==> config.mk <==
export PLATFORM = sky130hd
export DESIGN_NAME = if_id_fetch_stage
export DESIGN_NICKNAME = d
export VERILOG_FILES = /design/src/rtl/if_id_fetch_stage.sv
export SDC_FILE = /design/constraint.sdc
export NUM_CORES = 1
export LEC_CHECK = 0
export BUFFER_PORTS_ARGS = -buffer_cell sky130_fd_sc_hd__buf_2
export CAP_MARGIN = 10
export CELL_PAD_IN_SITES_DETAIL_PLACEMENT = 2
export CELL_PAD_IN_SITES_GLOBAL_PLACEMENT = 2
export CORE_ASPECT_RATIO = 1.2
export CORE_UTILIZATION = 34
export DETAILED_ROUTE_END_ITERATION = 6
export PLACE_DENSITY = 0.92
export SLEW_MARGIN = 0
export SYNTH_ARGS = -nofsm -noshare
export SYNTH_HDL_FRONTEND = slang
export SYNTH_SLANG_ARGS = --single-unit
==> constraint.sdc <==
create_clock -name clk -period 7.8 [get_ports clk]
set_input_delay 1.95 -clock clk [delete_from_list [all_inputs] [get_ports clk]]
set_output_delay 1.95 -clock clk [all_outputs]
set_load 0.01 [all_outputs]
==> src/rtl/if_id_fetch_stage.sv <==
// Fetch stage: owns the PC, issues word requests to instruction memory and
// holds the IF/ID pipeline register (instruction, PC, PC+4, valid).
module if_id_fetch_stage #(
  parameter logic [31:0] PC_RESET = 32'h0000_0000
) (
  input  logic        clk,
  input  logic        reset,
  input  logic        stall_i,
  input  logic        redirect_i,
  input  logic [31:0] redirect_pc_i,
  output logic        imem_req_o,
  output logic [31:0] imem_addr_o,
  input  logic        imem_ready_i,
  input  logic [31:0] imem_rdata_i,
  output logic [31:0] instr_o,
  output logic [31:0] pc_o,
  output logic [31:0] pc_plus4_o,
  output logic        valid_o,
  output logic [1:0]  fsm_state_o
);

  // Handshake: a request is outstanding whenever imem_req_o=1; it completes in
  // the cycle imem_ready_i=1, when imem_rdata_i carries the word at imem_addr_o.
  typedef enum logic [1:0] {
    S_BOOT  = 2'd0,
    S_FETCH = 2'd1,
    S_HOLD  = 2'd2
  } state_t;

  state_t      state_q, state_d;
  logic [31:0] pc_q, pc_d;
  logic [31:0] skid_instr_q, skid_instr_d;
  logic [31:0] skid_pc_q, skid_pc_d;
  logic [31:0] instr_q, instr_d;
  logic [31:0] pc_out_q, pc_out_d;
  logic [31:0] pc4_q, pc4_d;
  logic        valid_q, valid_d;
  logic [31:0] redirect_tgt;
  logic        unused_redirect_bits;

  assign redirect_tgt         = {redirect_pc_i[31:2], 2'b00};
  assign unused_redirect_bits = ^redirect_pc_i[1:0];

  always_comb begin
    state_d      = state_q;
    pc_d         = pc_q;
    skid_instr_d = skid_instr_q;
    skid_pc_d    = skid_pc_q;
    instr_d      = instr_q;
    pc_out_d     = pc_out_q;
    pc4_d        = pc4_q;
    valid_d      = valid_q;
    case (state_q)
      S_BOOT: begin
        state_d = S_FETCH;
      end
      S_FETCH: begin
        if (redirect_i) begin
          pc_d    = redirect_tgt;
          instr_d = 32'h0;
          valid_d = 1'b0;
          state_d = S_FETCH;
        end else if (imem_ready_i && !stall_i) begin
          instr_d  = imem_rdata_i;
          pc_out_d = pc_q;
          pc4_d    = pc_q + 32'd4;
          valid_d  = 1'b1;
          pc_d     = pc_q + 32'd4;
        end else if (imem_ready_i && stall_i) begin
          // Park the returned word so the stall never drops it.
          skid_instr_d = imem_rdata_i;
          skid_pc_d    = pc_q;
          pc_d         = pc_q + 32'd4;
          state_d      = S_HOLD;
        end else if (!stall_i) begin
          instr_d = 32'h0;
          valid_d = 1'b0;
        end
      end
      S_HOLD: begin
        if (redirect_i) begin
          pc_d    = redirect_tgt;
          instr_d = 32'h0;
          valid_d = 1'b0;
          state_d = S_FETCH;
        end else if (!stall_i) begin
          instr_d  = skid_instr_q;
          pc_out_d = skid_pc_q;
          pc4_d    = skid_pc_q + 32'd4;
          valid_d  = 1'b1;
          state_d  = S_FETCH;
        end
      end
      default: begin
        state_d = S_BOOT;
      end
    endcase
  end

  always_ff @(posedge clk or posedge reset) begin
    if (reset) begin
      state_q      <= S_BOOT;
      pc_q         <= PC_RESET;
      skid_instr_q <= 32'h0;
      skid_pc_q    <= 32'h0;
      instr_q      <= 32'h0;
      pc_out_q     <= 32'h0;
      pc4_q        <= 32'h0;
      valid_q      <= 1'b0;
    end else begin
      state_q      <= state_d;
      pc_q         <= pc_d;
      skid_instr_q <= skid_instr_d;
      skid_pc_q    <= skid_pc_d;
      instr_q      <= instr_d;
      pc_out_q     <= pc_out_d;
      pc4_q        <= pc4_d;
      valid_q      <= valid_d;
    end
  end

  assign imem_req_o  = (state_q == S_FETCH);
  assign imem_addr_o = pc_q;
  assign instr_o     = instr_q;
  assign pc_o        = pc_out_q;
  assign pc_plus4_o  = pc4_q;
  assign valid_o     = valid_q;
  assign fsm_state_o = state_q;

endmodule

==> results of run 1 <==
-- worst paths after layout --
| kind | end | slack (ns) | depth (start not counted) |
|---|---|---|---|
| worst min-delay path | pc_o[24] | 0.48 | 2 |
| worst max register to register | pc_plus4_o[26] | 4.28 | 9 |
| min in group asynchronous | pc_plus4_o[5] | 1.64 | 2 |
| worst min register to register | pc_o[24] | 0.48 | 2 |
| max in group asynchronous | imem_addr_o[23] | 4.70 | 3 |
| worst max-delay path | pc_plus4_o[26] | 3.88 | 7 |
-- per-stage QoR --
| stage | instances | util [%] | worst slack [ns] |
|---|---|---|---|
| 2_1_floorplan | 980 | - | 0.765 |
| 3_5_place_dp | 1477 | 38.9 | 3.43 |
| 6_report | 1508 | 41.2 | 3.88 |
| 4_1_cts | 1508 | 41.2 | 3.86 |
| 3_3_place_gp | 1477 | 38.9 | 3.63 |
| 5_1_grt | 1508 | 41.2 | 3.65 |
-- cells in the mapped netlist (11+ instances only) --
cell	number	area share, %
sky130_fd_sc_hd__nand4_1	23	1.5
sky130_fd_sc_hd__inv_1	15	0.59
sky130_fd_sc_hd__nand2_1	135	5.3
sky130_fd_sc_hd__nor3_1	12	0.63
sky130_fd_sc_hd__nor2_1	36	1.4
sky130_fd_sc_hd__nor4_1	12	0.78
sky130_fd_sc_hd__o22ai_1	14	0.91
sky130_fd_sc_hd__xnor2_1	18	1.6
sky130_fd_sc_hd__a21oi_1	35	1.8
sky130_fd_sc_hd__mux2i_1	45	4.7
sky130_fd_sc_hd__dfrtp_1	187	49
sky130_fd_sc_hd__clkbuf_1	57	2.2
sky130_fd_sc_hd__o21ai_0	105	5.5
sky130_fd_sc_hd__a2bb2oi_1	12	1.1
sky130_fd_sc_hd__xor2_1	23	2.1
sky130_fd_sc_hd__nand3_1	27	1.4
sky130_fd_sc_hd__and3_1	11	0.72
sky130_fd_sc_hd__mux2_2	57	6.7
sky130_fd_sc_hd__a22oi_1	36	2.8
-- worst max-delay path, cell delays in order --
cell,delay (ns)
sky130_fd_sc_hd__buf_2,0.20
sky130_fd_sc_hd__nor2_1,0.27
sky130_fd_sc_hd__a21o_1,0.22
sky130_fd_sc_hd__nand2_2,0.46
sky130_fd_sc_hd__buf_4,0.52
sky130_fd_sc_hd__a221oi_1,0.39
sky130_fd_sc_hd__o21ai_0,0.15
-- logic make-up (layout without fill, tap and decap cells) --
group / count (synthesis) / count (layout) / share of synthesized area [%]
buffers and inverters: 99 / 248 / 4.32
AO/OA/AOI/OAI: 247 / 247 / 15.9
adder cells (fa/ha/maj): 6 / 6 / 0.783
flip-flops: 187 / 187 / 48.8
XOR/XNOR: 41 / 41 / 3.74
AND/OR/NAND/NOR: 292 / 292 / 15.0
other: 1 / 6 / 0.0391
multiplexers: 102 / 102 / 11.4
-- per-layer routing --
layer / up-vias / GRT usage (%) / wire length [um]
li1: 3780 / - / -
met1: 4441 / 28.6 / 14100
met2: 262 / 44.9 / 18300
met3: 61 / 3.73 / 1350
met4: 2 / 10.0 / 991
met5: - / 0 / 11
-- power by group through the flow --
stage                     registers, mW  logic (mW)  clock network, mW
after floorplan                    1.83        1.15                  0
after global placement             1.89        1.75                  0
after detailed placement           1.93        1.86                  0
after CTS                          1.93        1.90               1.01
after global routing               1.99        2.06               1.04
final                              1.93        1.87              0.989
-- final cells by class --
cell class,count,area share (%)
clock inverter,13,1.87
timing repair buffer,202,9.03
tap,379,4.14
clock buffer,18,3.83
multi-input combinational,694,39.8
sequential,187,40.8
inverter,15,0.556
-- registers in the layout, indices dropped and copies added (netlist names) --
name,cells
skid_pc_q,30
instr_o,32
skid_instr_q,32
fsm_state_o,2
imem_addr_o,30
valid_o,1
pc_plus4_o,30
pc_o,30
==> results, run 1 <==
- The first-pass GRT wire length is 54.0 mm.
- Measured along the y axis, the die boundary spans 186 um.
- The cts-stage hold buffer count is 0.
- The final design area excluding fillers is 11500 sq um.
- For this run, the detailed router's first-pass iteration total came to 6.
- The power share of the combinational group is 39.1%.
- Subtracting the final worst setup slack from the clock period gives 3.92 ns.
- The core region is 27800 sq um.
- Synthesis produced a netlist whose cell count is 975.
- The placed instances occupy a cell area of 10800 sq um.
- The standby leakage power is 5.05 nW.
- After synthesis the netlist holds a flip-flop and latch count of 187.
- At the pin with the least slew margin, the transition time is 1.14 ns.
- The category of the worst setup path capture point is a flip-flop.
- After synthesis, the netlist uses 63 different library cells.
- The post-synthesis sequential area ratio is 48.8%.
- The number of nets with antenna violations after detailed routing is 0.
- The final net count is 1192.
- The post-route netlist has 27.5% of its cells at a drive strength greater than 1.
- Max-cap violations in this run came to 0.
- The peak fanout along the critical path is 56.
- The net load switching power is 2.07 mW.
- The internal portion of the total power is 2.73 mW.
- The floorplan has 67 rows.
- The summed instance area of the synthesized netlist is 9590 sq um.
- The post-route setup TNS is 0 ns.
- TritonCTS created 17 clock buffers.
- In this run the worst hold path is classified as flip-flop to flip-flop.
- Measured against its own limit, the worst slew margin works out to 23.7%.
- The number of global-route vias before repair was 9306.
- The clock transition at the register clock pins on the worst setup and hold paths after CTS is 0.07 ns.
- The detailed-route vias per instance is 5.67.
- The setup path with the least slack is of type input pin to flip-flop.
- The setup clock skew after layout is 0.0106 ns.
- The switching part of the total power is 43.1%.
- Setup repair after global routing left no endpoint under its margin.
- The worst endpoint data arrival time is 4.21 ns.
- Pin placement for this block handled 201 I/O pins.
- The number of warning messages in the yosys log is 0.
- The first routing iteration left 509 violations.
- The clock tree synthesis step divided the H-tree into 4 levels.
- The global routing usage summed across all routing layers is 24.6%.
- The number of pins with negative max-slew slack in the final report came to 0.
- The count of unresolved DRC violations after routing is 0.
- The category of the worst setup path launch point is an input pin.
- The die width is 155 um.
- Entering global routing, the biggest net connects 121 pins.
- The number of gates given a new drive strength after cts is 0.
- The fmax is 255 MHz.
- Counting along the longest clock path gives a buffer depth of 2.
- The total length of routed wires is 34.7 mm.
- The critical path startpoint is redirect_i.
- Fill cells in the final layout number 3054.
- The period utilization is 50.3%.
- The largest voltage drop on the vdd net is 0.000130 V.
- Hold is met by 0.476 ns.
- Setup violations remaining at the end of the flow were counted as 0.
- The insertion delay to the later sink of the worst-skew pair is 0.44 ns.
- The startpoint identified for the worst hold timing path is pc_o[24].
- In the synthesized netlist the async set-or-reset flop fraction comes to 100%.
- After detailed routing, the average wire length per cell comes to 23.0 um.
- The growth of design area from synthesis to finish is 19.6%.
- The part of the total power dissipated in sequential elements is 40.3%.
- CTS saw 187 sinks.
- The post-CTS setup buffer count is 0.
- For this configuration, the core starts out at a cell density of 34.5%.
- The number of enable-type register cells in the synthesized netlist is 0.
- The leading cell type in the layout, fill and taps excluded is sky130_fd_sc_hd__buf_2.
- The share of total power in the clock network is 20.6%.
- The dominant register cell in the synthesized netlist is sky130_fd_sc_hd__dfrtp_1.
- The library cell used as clock root buffer is sky130_fd_sc_hd__clkbuf_16.
- The number of antenna diodes is 0.
- The reg-to-reg startpoint is fsm_state_o[0].
- Buffers placed on the I/O ports in this run total 192.
- Leaving out fill and tap cells, the most frequent cells in the layout are sky130_fd_sc_hd__buf_2 (192), sky130_fd_sc_hd__dfrtp_1 (187), sky130_fd_sc_hd__nand2_1 (134).
- The overall die area is 28900 sq um.
- The area of the multi-input gates is 4560 sq um.
- A synthesized cell averages 9.84 sq um.
- The footprint of the flip-flops and latches is 4680 sq um.
- The total half-perimeter wirelength after legalization and detailed placement is 23.1 mm.
- In this run the power density over the cells is 418 nW/um^2.
- The TritonCTS clock tree is built.
- For this block, the via count after detailed routing is 8546.
- After layout, the design draws a total of 4.79 mW.
- The flow ran to the end, and the final reports show no timing, DRC or antenna violations.
- The initial antenna violation count is 1.
- For this run the aggregate overflow at the end of global routing stands at 0.
- The critical path required time is 8.09 ns.
- The congestion estimate from routability-driven global placement came to 0.791.
- The number of hold violations in the final report is 0.
Note: power is estimated with default switching activity, not from simulation.
==> run 2: changes to the inputs <==
==> constraint.sdc (replaced) <==
create_clock -name clk -period 3.8 [get_ports clk]
set_input_delay 0.95 -clock clk [delete_from_list [all_inputs] [get_ports clk]]
set_output_delay 0.95 -clock clk [all_outputs]
set_load 0.01 [all_outputs]
==> results, run 2 (synthesis results as in run 1) <==
- The starting density of the core is 34.5%.
- The H-tree was split into 4 levels.
- The initial antenna violation count is 1.
- Pin placement for this block handled 201 I/O pins.
- After routing, the total negative slack on setup checks comes to 0 ns.
- Global routing used 25.4% of the available tracks.
- After detailed routing, the number of remaining DRC violations is 0.
- The library cell used as clock root buffer is sky130_fd_sc_hd__clkbuf_16.
- After clock tree synthesis, the setup repair step added 0 buffers.
- The clock tree buffer depth is 2.
- For the final database, setup skew stands at 0.0189 ns.
- Detailed placement ended at an HPWL of 24.4 mm.
- The die outline height is 186 um.
- From left edge to right edge, the die measures 155 um.
- The insertion delay to the later sink of the worst-skew pair is 0.45 ns.
- The number of hold buffers added after CTS was 0.
- The worst setup path category is flip-flop to flip-flop.
- The detailed-route via count is 8556.
- The final weighted congestion in routability-driven placement is 0.774.
- The first routing iteration left 526 violations.
- The final net count is 1200.
- The number of pins with negative max-slew slack in the final report came to 0.
- The total length of routed wires is 35.6 mm.
- The first global-routing pass estimated 55.6 mm of wire.
- The filler cell count is 3045.
- Summed over all layers, the global routing overflow is 0.
- The number of clock buffers added by TritonCTS is 17.
- The worst path uses 80.5% of the clock period.
- Counting instances, the worst hold path has a depth of 2.
- The tool flagged a number of max-cap violations equal to 0.
- Setup repair after global routing left no endpoint under its margin.
- The run finished with clean final reports.
- Cells with a size suffix above 1 make up 27.7% of the layout.
- The category of the worst setup path capture point is a flip-flop.
- The number of global-route vias before repair is 9673.
- The standby leakage power is 5.06 nW.
- The category of the worst setup path launch point is a flip-flop.
- The final routed wire length divided by cell count is 23.5 um.
- The number of standard-cell rows in the floorplan is 67.
- Static timing analysis puts the maximum clock frequency at 327 MHz.
- The worst hold slack is 0.478 ns.
- The core area is 27800 sq um.
- The shortest period the worst path allows is 3.06 ns.
- The clock sink count is 187.
- The number of gates given a new drive strength after cts is 0.
- Dividing the detail-routed via count by the number of cells gives 5.65.
- Data on the critical path arrives at its endpoint at 3.37 ns.
- The number of hold violations in the final report was 0.
- The slew at the pin closest to its max-slew limit is 1.03 ns.
- The worst-case reg-to-reg path depth is 5.
- The critical path required time is 4.11 ns.
- TritonCTS built the clock tree.
- VDD sags by at most 0.000332 V.
- The tightest min-delay check is of the flip-flop to flip-flop type.
- Setup violations remaining at the end of the flow were counted as 0.
- The overall die area is 28900 sq um.
- Of all nets on the critical path, the largest fanout is 12.
- The clock transition at the register clock pins on the worst setup and hold paths after CTS is 0.07 ns.
- The worst relative slew slack is 30.6%.
- The leading cell type in the layout, fill and taps excluded is sky130_fd_sc_hd__buf_2.
- Once detail routing completed, the nets flagged for antenna violations numbered 0.
- The largest net degree at the start of global routing is 121.
- The top cell types in the final layout, fill and taps aside, are sky130_fd_sc_hd__buf_2 (192), sky130_fd_sc_hd__dfrtp_1 (187), sky130_fd_sc_hd__nand2_1 (134).
- For this design the ratio of total power to cell area is 855 nW/um^2.
- The first detailed-routing pass ran for 5 iterations.
- Relative to the synthesized area, the layout overhead comes to 19.7%.
- The port buffer count is 192.
- The repair_antennas step left the layout with diodes totalling 0.
run 2: cell count changes in the layout (fill, tap and decap cells not counted), sizes merged:
cell      change
clkinv        -1
clkbuf        +2
inv           -2
bufinv        -2
buf           +8
clkinvlp      +2
run 2: critical path, cell delays in order (launching register included):
cell                      delay (ns)
sky130_fd_sc_hd__dfrtp_1        0.50
sky130_fd_sc_hd__nand3_1        0.49
sky130_fd_sc_hd__nor4_2         0.98
sky130_fd_sc_hd__nand3_1        0.41
sky130_fd_sc_hd__xor2_1         0.26
sky130_fd_sc_hd__o21ai_0        0.30
run 2: cell type report:
class | count | area [sq um] | share of cell area [%]
multi-input cells | 694 | 4550 | 39.6
repair buffers | 210 | 1120 | 9.76
flip-flops and latches | 187 | 4680 | 40.7
inverters | 15 | 60.1 | 0.523
well taps | 379 | 474 | 4.13
clock inverters | 10 | 141 | 1.23
clock buffers | 20 | 457 | 3.98
run 2: final timing paths:
kind	from	to	slack, ns
max	imem_addr_o[6]	pc_plus4_o[23]	0.74
min	pc_plus4_o[10]	pc_plus4_o[10]	0.48
max reg2reg	imem_addr_o[6]	pc_plus4_o[23]	0.74
min reg2reg	pc_plus4_o[10]	pc_plus4_o[10]	0.48
max in group asynchronous	reset	skid_instr_q[4]	2.39
min in group asynchronous	reset	pc_o[6]	0.68
run 2: where the power goes:
group	switching (mW)	internal, mW	total (mW)
Clock	0.819	1.07	1.89
Combinational	2.39	1.57	3.96
Sequential	1.09	2.88	3.98
Total	4.30	5.51	9.82
run 2: metrics by stage:
stage          std cells  setup WS [ns]  total power [mW]  util [%]  area (sq um)
3_5_place_dp        1485          0.879              7.89      39.1         10900
4_1_cts             1515          0.812              9.90      41.3         11500
6_report            1515          0.740              9.82      41.3         11500
5_1_grt             1515          0.675              10.4      41.3         11500
3_3_place_gp        1485           1.02              7.48      39.1         10900
2_1_floorplan        980          0.444              6.12         -          9610
run 2: metal layers:
metal | share of wire (%) | track usage (%) | wire length [um]
met1 | 39 | 28.6 | 14100
met2 | 52 | 45.9 | 18700
met3 | 3.9 | 4.00 | 1400
met4 | 4.1 | 13.7 | 1460
met5 | 0.034 | 0 | 12
==> run 3: changes to the inputs <==
--- a/config.mk
+++ b/config.mk
@@ -5,14 +5,15 @@
 export SDC_FILE = /design/constraint.sdc
 export NUM_CORES = 1
 export LEC_CHECK = 0
+export ABC_AREA = 1
 export BUFFER_PORTS_ARGS = -buffer_cell sky130_fd_sc_hd__buf_2
 export CAP_MARGIN = 10
 export CELL_PAD_IN_SITES_DETAIL_PLACEMENT = 2
 export CELL_PAD_IN_SITES_GLOBAL_PLACEMENT = 2
 export CORE_ASPECT_RATIO = 1.2
-export CORE_UTILIZATION = 34
+export CORE_UTILIZATION = 28
 export DETAILED_ROUTE_END_ITERATION = 6
-export PLACE_DENSITY = 0.92
+export PLACE_DENSITY = 0.88
 export SLEW_MARGIN = 0
 export SYNTH_ARGS = -nofsm -noshare
 export SYNTH_HDL_FRONTEND = slang
==> constraint.sdc (replaced) <==
create_clock -name clk -period 2.45 [get_ports clk]
set_input_delay 0.6125 -clock clk [delete_from_list [all_inputs] [get_ports clk]]
set_output_delay 0.6125 -clock clk [all_outputs]
set_load 0.01 [all_outputs]
==> results, run 3 <==
- The run finished with clean final reports.
- The global routing usage summed across all routing layers is 22.2%.
- The core region is 34400 sq um.
- The starting density of the core is 28.6%.
- Sorting the synthesized cells by how often they occur yields sky130_fd_sc_hd__nand2_1 (473), sky130_fd_sc_hd__dfrtp_1 (187), sky130_fd_sc_hd__nor2_1 (148), sky130_fd_sc_hd__o21ai_0 (127), sky130_fd_sc_hd__nand3_1 (101).
- The filler cell count is 4061.
- Counting along the longest clock path gives a buffer depth of 2.
- After detailed placement, the total cell area comes to 11300 sq um.
- The first global-routing pass estimated 62.5 mm of wire.
- The insertion delay to the later sink of the worst-skew pair is 0.45 ns.
- The number of nets with antenna violations after detailed routing is 0.
- By startpoint and endpoint, the worst setup path is classified as flip-flop to flip-flop.
- The final design area excluding fillers is 11900 sq um.
- The instance count after placement with tap cells included is 1932.
- In the post-route analysis, the smallest setup slack over all paths is 0.255 ns.
- By instance count, the leading cell after synthesis is sky130_fd_sc_hd__nand2_1.
- The number of standard-cell rows in the floorplan is 74.
- The worst relative slew slack is 54.9%.
- The footprint of the flip-flops and latches is 4680 sq um.
- TritonCTS built the clock tree.
- The shortest period the worst path allows is 2.19 ns.
- The number of pins with negative max-slew slack in the final report is 0.
- The congestion estimate from routability-driven global placement came to 0.898.
- The dominant register cell in the synthesized netlist is sky130_fd_sc_hd__dfrtp_1.
- The initial antenna violation count is 3.
- Summed over all failing endpoints, the final setup total negative slack is 0 ns.
- In the layout the commonest cells are sky130_fd_sc_hd__nand2_1 (472), sky130_fd_sc_hd__buf_2 (192), sky130_fd_sc_hd__dfrtp_1 (187).
- The slew at the pin closest to its max-slew limit is 0.675 ns.
- The number of hold violations in the final report is 0.
- The library cell used most frequently in the layout, excluding fill and tap cells, is sky130_fd_sc_hd__nand2_1.
- Summing all multi-input logic gate instances after layout gives 4540 sq um.
- Synthesis produced a netlist whose cell count is 1327.
- The distinct cell type count after synthesis is 34.
- Entering global routing, the biggest net connects 94 pins.
- Once layout is complete, the utilization of the core stands at 34.6%.
- Along the worst path, the maximum fanout reaches 19.
- The number of top-level pins is 201.
- The share of synthesized registers carrying an async set or reset is 100%.
- The port buffer count is 192.
- The post-route netlist has 18.2% of its cells at a drive strength greater than 1.
- The power after layout is 15.4 mW.
- Of the post-synthesis cell area, the dominant cell type holds 47.6%.
- Summed over all layers, the routed wires come to 39.3 mm.
- Dividing total power by cell area gives a power density of 1290 nW/um^2.
- The worst hold slack is 0.121 ns.
- Yosys mapped a number of flops with a built-in enable equal to 0.
- The worst endpoint data arrival time is 2.54 ns.
- The fmax is 456 MHz.
- The library cell used as clock root buffer is sky130_fd_sc_hd__clkbuf_16.
- The category of the worst setup path capture point is a flip-flop.
- The kind of path behind the tightest hold check is input pin to asynchronous set/reset pin.
- The total half-perimeter wirelength after legalization and detailed placement is 28.1 mm.
- IR analysis of the VDD net gives a maximum drop of 0.000501 V.
- The post-synthesis cell type with the largest combined area is sky130_fd_sc_hd__dfrtp_1.
- Setup repair after global routing left no endpoint under its margin.
- The period utilization is 89.6%.
- For this block, the via count after detailed routing is 10000.
- Synthesis inferred 187 register bits.
- The final routed wire length divided by cell count is 20.0 um.
- From synthesis to final layout, the design area changed by 20.8%.
- The overall die area is 35900 sq um.
- The residual overflow from global routing is 0.
- By area the synthesized netlist is led by sky130_fd_sc_hd__dfrtp_1 (48%), sky130_fd_sc_hd__nand2_1 (18%), sky130_fd_sc_hd__o21ai_0 (6.5%), sky130_fd_sc_hd__nor2_1 (5.6%), sky130_fd_sc_hd__nand3_1 (5.1%).
- The post-synthesis sequential area ratio is 47.6%.
- Summing every instance area after synthesis gives 9840 sq um.
- The number of cells in the finished layout apart from fillers is 1965.
- The detailed-route vias per instance is 5.10.
- After clock tree synthesis, the setup repair step added 0 buffers.
- The setup clock skew after layout is 0.0121 ns.
- After detailed routing, the number of remaining DRC violations is 0.
- The category of the worst setup path launch point is a flip-flop.
- The first detailed-routing pass took 4 iterations.
- The number of global-route vias before repair is 11200.
- Yosys printed 0 warnings.
- The starting DRC count in detailed routing is 453.
- After the last flow step, the layout net total stands at 1570.
- In this run the vertical extent of the chip is 207 um.
- The synthesized area per cell is 7.41 sq um.
- The analysis attributes to cell leakage a power of 5.72 nW.
- Setup violations remaining at the end of the flow were counted as 0.
- The critical path required time is 2.79 ns.
- The tool flagged a number of max-cap violations equal to 0.
- The TritonCTS buffer count is 17.
- Clock-pin slew was measured on the worst setup and hold paths at 0.07 ns.
- The clock sink count is 187.
- The die width is 173 um.
- The number of levels the H-tree was split into is 4.
- The pre-CTS worst setup slack is 0.194 ns.
## run 3: changes by cell type after synthesis, sizes merged, moves of 21 or more
cell	previous run	this run
o21ai	105	149
clkbuf	58	24
buf	26	47
mux2	57	4
a31oi	8	33
inv	15	75
nand2	135	474
mux2i	45	0
a21oi	36	7
nor2	36	158
nand3	29	101
a22oi	36	1
## run 3: layout make-up
type / instances / area share, %
multi-input cells: 999 / 38.2
well taps: 456 / 4.80
diodes: 1 / 0.0211
flip-flops and latches: 187 / 39.4
inverters: 75 / 2.41
clock inverters: 14 / 1.11
repair buffers: 215 / 10.4
clock buffers: 18 / 3.69
## run 3: kinds of logic (layout without fill, tap and decap cells)
logic type | Yosys count | count (layout) | synth area share, %
mux | 4 | 4 | 0.458
other cells | 1 | 7 | 0.0381
flops | 187 | 187 | 47.6
compound gates | 212 | 212 | 11.7
buf+inv | 146 | 322 | 6.71
simple gates | 751 | 751 | 30.9
fa+ha+maj | 6 | 6 | 0.763
xor+xnor | 20 | 20 | 1.78
## run 3: path summary, 6_finish.rpt
kind	slack, ns	start	cells past startpoint	end
max in group asynchronous	1.70	reset	3	skid_pc_q[20]
worst max-delay path	0.26	fsm_state_o[1]	9	pc_plus4_o[8]
worst min-delay path	0.12	reset	2	pc_o[3]
worst min register to register	0.48	skid_instr_q[6]	2	skid_instr_q[6]
min in group clk	0.40	imem_rdata_i[30]	2	skid_instr_q[30]
worst max register to register	0.26	fsm_state_o[1]	9	pc_plus4_o[8]
## run 3: report_power, final
part	switching [mW]	total (mW)	internal [mW]
Clock	1.40	2.85	1.45
Combinational	4.28	6.60	2.32
Sequential	1.37	5.93	4.56
## run 3: repair_timing
action,CTS,global route
endpoints found under the hold margin,0,0
hold buffers,0,0
gates resized for setup,0,1
endpoints found under the setup margin,0,1
## run 3: layer usage
metal / routed length (um) / up-vias / GRT usage, %
met5: 14 / - / 0
met4: 1240 / 2 / 8.85
met3: 2060 / 68 / 5.60
met2: 20200 / 236 / 39.9
met1: 15800 / 5107 / 24.9
li1: - / 4608 / -
## run 3: critical path, cell delays in order (launching register included)
cell	delay (ns)
sky130_fd_sc_hd__dfrtp_1	0.42
sky130_fd_sc_hd__inv_1	0.09
sky130_fd_sc_hd__ha_1	0.23
sky130_fd_sc_hd__nand2_1	0.11
sky130_fd_sc_hd__nand2_1	0.06
sky130_fd_sc_hd__a21oi_1	0.20
sky130_fd_sc_hd__o21ai_4	0.11
sky130_fd_sc_hd__clkinv_2	0.32
sky130_fd_sc_hd__o21ai_0	0.27
sky130_fd_sc_hd__o21ai_1	0.28
